===== config.mk =====
export PLATFORM = sky130hd
export DESIGN_NAME = prio_arbiter8
export DESIGN_NICKNAME = d
export VERILOG_FILES = /design/src/rtl/prio_arbiter8.sv
export SDC_FILE = /design/constraint.sdc
export NUM_CORES = 1
export LEC_CHECK = 0
export CAP_MARGIN = 30
export CORE_AREA = 5 5 61 63
export CTS_BUF_LIST = sky130_fd_sc_hd__clkbuf_16
export CTS_CLUSTER_DIAMETER = 60
export CTS_CLUSTER_SIZE = 12
export DETAILED_ROUTE_END_ITERATION = 10
export DIE_AREA = 0 0 66 68
export GPL_TIMING_DRIVEN = 0
export PLACE_DENSITY = 0.71
export SYNTH_ARGS = -nofsm -noshare
export SYNTH_HDL_FRONTEND = slang
export SYNTH_SLANG_ARGS = --single-unit

===== constraint.sdc =====
create_clock -name clk -period 3.8 [get_ports clk]
set_input_delay 0.76 -clock clk [delete_from_list [all_inputs] [get_ports clk]]
set_output_delay 0.76 -clock clk [all_outputs]
set_load 0.005 [all_outputs]

===== src/rtl/prio_arbiter8.sv =====
`default_nettype none
// ============================================================================
//  Module      : prio_arbiter8
//  Description : Eight-requester grant controller. Encodes the request vector
//                to a single winner, issues a registered one-hot grant plus its
//                binary index, and holds it until the owner releases it (done
//                pulse or request drop) or MAX_HOLD cycles have elapsed.
//                Define PRIO_ARB_ROUND_ROBIN_EN to replace fixed priority
//                (req[7] highest) with a rotating-pointer round-robin search.
//  Revision    : 1.0 - initial release
// ============================================================================
module prio_arbiter8 #(
    parameter int MAX_HOLD = 16,
    parameter int CW       = 5
) (
    input  logic       clk,
    input  logic       rst,
    input  logic [7:0] req,
    input  logic       done,
    output logic [7:0] gnt,
    output logic [2:0] gnt_id,
    output logic       gnt_valid,
    output logic       timeout
);

    typedef enum logic [1:0] {
        ST_IDLE  = 2'd0,
        ST_GRANT = 2'd1,
        ST_GAP   = 2'd2
    } state_t;

    localparam logic [CW-1:0] c_cnt_last = CW'(MAX_HOLD - 1);
    localparam logic [CW-1:0] c_cnt_sat  = CW'(MAX_HOLD);

    state_t        r_state;
    logic [CW-1:0] r_cnt;
    logic [2:0]    w_winner;
    logic          w_rel_normal;
    logic          w_rel_limit;

`ifdef PRIO_ARB_ROUND_ROBIN_EN
    logic [2:0] r_ptr;
    logic [2:0] w_idx;
    logic       w_found;

    // Descending wrap-around search starting at the pointer; first hit wins.
    always_comb begin
        w_winner = 3'd0;
        w_found  = 1'b0;
        w_idx    = 3'd0;
        for (int i = 0; i < 8; i++) begin
            w_idx = r_ptr - 3'(i);
            if (!w_found && req[w_idx]) begin
                w_winner = w_idx;
                w_found  = 1'b1;
            end
        end
    end
`else
    // Fixed priority: scanning upward lets the highest set bit win.
    always_comb begin
        w_winner = 3'd0;
        for (int i = 0; i < 8; i++) begin
            if (req[i]) begin
                w_winner = 3'(i);
            end
        end
    end
`endif

    // Owner release (done or dropped request) takes precedence over the limit.
    always_comb begin
        w_rel_normal = done | ~req[gnt_id];
        w_rel_limit  = (r_cnt == c_cnt_last);
    end

    // Grant state machine with registered outputs.
    always_ff @(posedge clk) begin
        if (rst) begin
            r_state   <= ST_IDLE;
            r_cnt     <= '0;
            gnt       <= 8'h00;
            gnt_id    <= 3'd0;
            gnt_valid <= 1'b0;
            timeout   <= 1'b0;
`ifdef PRIO_ARB_ROUND_ROBIN_EN
            r_ptr     <= 3'd7;
`endif
        end else begin
            timeout <= 1'b0;
            case (r_state)
                ST_IDLE: begin
                    if (|req) begin
                        r_state   <= ST_GRANT;
                        r_cnt     <= '0;
                        gnt       <= 8'h01 << w_winner;
                        gnt_id    <= w_winner;
                        gnt_valid <= 1'b1;
`ifdef PRIO_ARB_ROUND_ROBIN_EN
                        r_ptr     <= w_winner - 3'd1;
`endif
                    end
                end
                ST_GRANT: begin
                    if (w_rel_normal || w_rel_limit) begin
                        r_state   <= ST_GAP;
                        r_cnt     <= '0;
                        gnt       <= 8'h00;
                        gnt_valid <= 1'b0;
                        timeout   <= w_rel_limit & ~w_rel_normal;
                    end else if (r_cnt != c_cnt_sat) begin
                        r_cnt <= r_cnt + 1'b1;
                    end
                end
                ST_GAP: begin
                    r_state <= ST_IDLE;
                end
                default: begin
                    r_state <= ST_IDLE;
                end
            endcase
        end
    end

endmodule
`default_nettype wire


==> flow_summary.yaml <==
route:
  wl_um: 2950
  wl_per_cell_um: 14.2
  routed_via_density: 5.53
  vias: 1151
  dr.pass1.iters: 4
  drt_iter0_drc: 55
  drtAntennaViolNets: 0
  remaining_drc_errors: 0
global_route:
  grt_pass1_vias: 1121
  antenna_found_initial: 0
  overflow: 0
  grt_max_degree: 13
  grt_usage_pct: 14.2
  grt_first_pass_wirelength_um: 5020
setup_path:
  reg2reg_from: "r_cnt[0]"
  critPathKind: "in2reg"
  critical_path.endpoint: "gnt[0]"
  worstPathRequired_ns: 3.95
  worst-path-max-fanout: 8
  reg2reg_depth: 6
  reg2reg_to: "gnt[0]"
  cp.arrival_ns: 2.64
  start_kind: "primary input"
  ff2ff_setup_slack_ns: 1.61
  critPathLaunch: "req[7]"
  cp-end-kind: "flip-flop"
clocking:
  cts_inserted_buffers: 3
  cts_tree: "built"
  cts_resized: 0
  insertion_delay_ns: 0.26
  cts-root-buf: "clkbuf_16"
  cts.reportedPaths.clkPinSlew_ns: 0.05
  htreeDepth: 1
  cts-hold-fix-buffers: 0
  cts_sinks: 20
  cts.path.max_buffers: 2
  post_cts_buffers: 0
placement:
  dpl.cell_count: 204
  pre_cts_ws_ns: 1.05
  io_buffers: 22
  hpwl_um: 2200
  place_area_um2: 1470
  gp_congestion: 0.790
logic_synthesis:
  syn_nets: 150
  syn_area_um2: 1190
  syn_area_per_cell_um2: 8.78
  postSynthCellCount: 136
  synth_ff_type: "dfxtp_1"
  synth_cell_types: 43
  yosysWarnings: 0
  synth_edf_count: 0
  yosys_register_bits: 20
  synth_seq_area_share_pct: 33.5
  async_reset_ff_share_pct: 0
sta:
  hold_viol_final: 0
  relSlewSlack_pct: 58.5
  tightest_slew_ns: 0.623
  drv_slew: 0
  finalSetupTns_ns: 0
  setup_slack_ns: 1.31
  timing.final.crit_share_pct: 65.6
  setup_viol: 0
  fmax_ghz: 0.401
  clock_skew_ns: 0.00734
  finalCriticalPeriod_ns: 2.49
  rsz0062_at_grt: "no"
layout:
  nets: 177
  synthToLayoutAreaGrowth_pct: 32.1
  design_area_um2: 1580
  final_layout_size_suffix_gt1_share_pct: 9.88
  final_cells: 208
  num_antenna_cells: 0
floorplanning:
  dieArea_um2: 4490
  die_w_um: 66
  boundaryPins: 24
  fp-row-count: 21
  coreArea_um2: 3180
  die_h_um: 68
  initial_utilization_pct: 37.5
worst_hold_path:
  hp-class: "reg2reg"
  min_path_cells: 2
power_and_ir_drop:
  powerDensity_nw_per_um2: 458
  p_leak_nw: 0.532
  vdd_drop_max_mv: 0.192
status:
  status: "finished, final reports clean"
job:
  drv_cap: 0
cells in the final DEF, fill, tap and decap left out, types with 3 or more instances in the layout:
cell,synthesis,routed
clkdlybuf4s50_1,0,22
dfxtp_1,20,20
nor2_1,13,13
inv_1,10,10
nand3b_1,8,8
nand4_1,7,7
nand2_1,5,5
nand2b_1,4,4
mux2i_1,4,4
and2_1,4,4
o211ai_1,4,4
nand4b_1,4,4
nand3_1,4,4
o32ai_1,4,4
nor2b_1,3,3
nor4_1,3,3
o21ai_0,3,3
a21oi_1,3,3
ha_1,3,3
clkbuf_16,0,3
synthesized netlist by cell type (4+ instances only):
library cell / count / area (um2)
nand2b_1: 4 / 25.0
inv_1: 10 / 37.5
o32ai_1: 4 / 35.0
mux2i_1: 4 / 40.0
nand3b_1: 8 / 60.1
o211ai_1: 4 / 30.0
nand4_1: 7 / 43.8
nand4b_1: 4 / 35.0
and2_1: 4 / 25.0
dfxtp_1: 20 / 400
nand2_1: 5 / 18.8
nor2_1: 13 / 48.8
nand3_1: 4 / 20.0
per-stage QoR:
| stage | utilization (%) | hold WS, ns | power [mW] |
|---|---|---|---|
| 2_1_floorplan | - | 0.452 | 0.367 |
| 3_3_place_gp | 46.3 | 0.451 | 0.428 |
| 3_5_place_dp | 46.3 | 0.462 | 0.435 |
| 4_1_cts | 49.6 | 0.469 | 0.727 |
| 5_1_grt | 49.6 | 0.485 | 0.757 |
| 6_report | 49.6 | 0.471 | 0.721 |
worst min path at each step:
| stage | endpoint | startpoint |
|---|---|---|
| final | gnt[1] | gnt[1] |
| after global routing | gnt[1] | gnt[1] |
| after CTS | gnt[4] | gnt[4] |
| after detailed placement | gnt[4] | gnt[4] |
| after global placement | gnt[4] | gnt[4] |
| after floorplan | gnt[4] | gnt[4] |
layer usage:
metal	vias up	part of all wire (%)	track usage (%)
met4	0	1.7	6.60
met5	-	0	0
met3	6	6.2	2.79
li1	570	-	-
met1	538	46	18.2
met2	37	46	22.9
flip-flops by register name, indices dropped and copies added (netlist names):
name,count
timeout,1
r_cnt,5
gnt_id,3
gnt,8
gnt_valid,1
r_state,2
area by class of cell:
cell class / instances / area (um2)
Inverter: 10 / 37.5
Sequential cell: 20 / 400
Multi-Input combinational cell: 101 / 724
Timing Repair Buffer: 22 / 220
Clock inverter: 1 / 30.0
Fill cell: 315 / 1600
Tap cell: 46 / 57.6
Buffer: 5 / 31.3
Clock buffer: 3 / 75.1
where the power goes:
group / total (mW) / leakage (nW) / switching [mW] / internal [mW]
Sequential: 0.252 / 0.163 / 0.0214 / 0.231
Combinational: 0.179 / 0.318 / 0.0983 / 0.0810
Clock: 0.290 / 0.0511 / 0.0809 / 0.209
worst max-delay path, cell delays in order:
cell             delay (ns)
clkdlybuf4s50_1        0.60
mux2i_1                0.16
a221oi_2               0.57
a21oi_2                0.22
o32ai_1                0.33
cells by family (layout without fill, tap and decap cells):
family,Yosys count,in the layout,share of synthesized area (%)
AO/OA/AOI/OAI,29,29,20.9
adder cells (fa/ha/maj),3,3,3.14
buffers and inverters,15,41,5.77
flip-flops,20,20,33.5
multiplexers,4,4,3.35
AND/OR/NAND/NOR,65,65,33.3
Power figures use the tool's default switching activity.
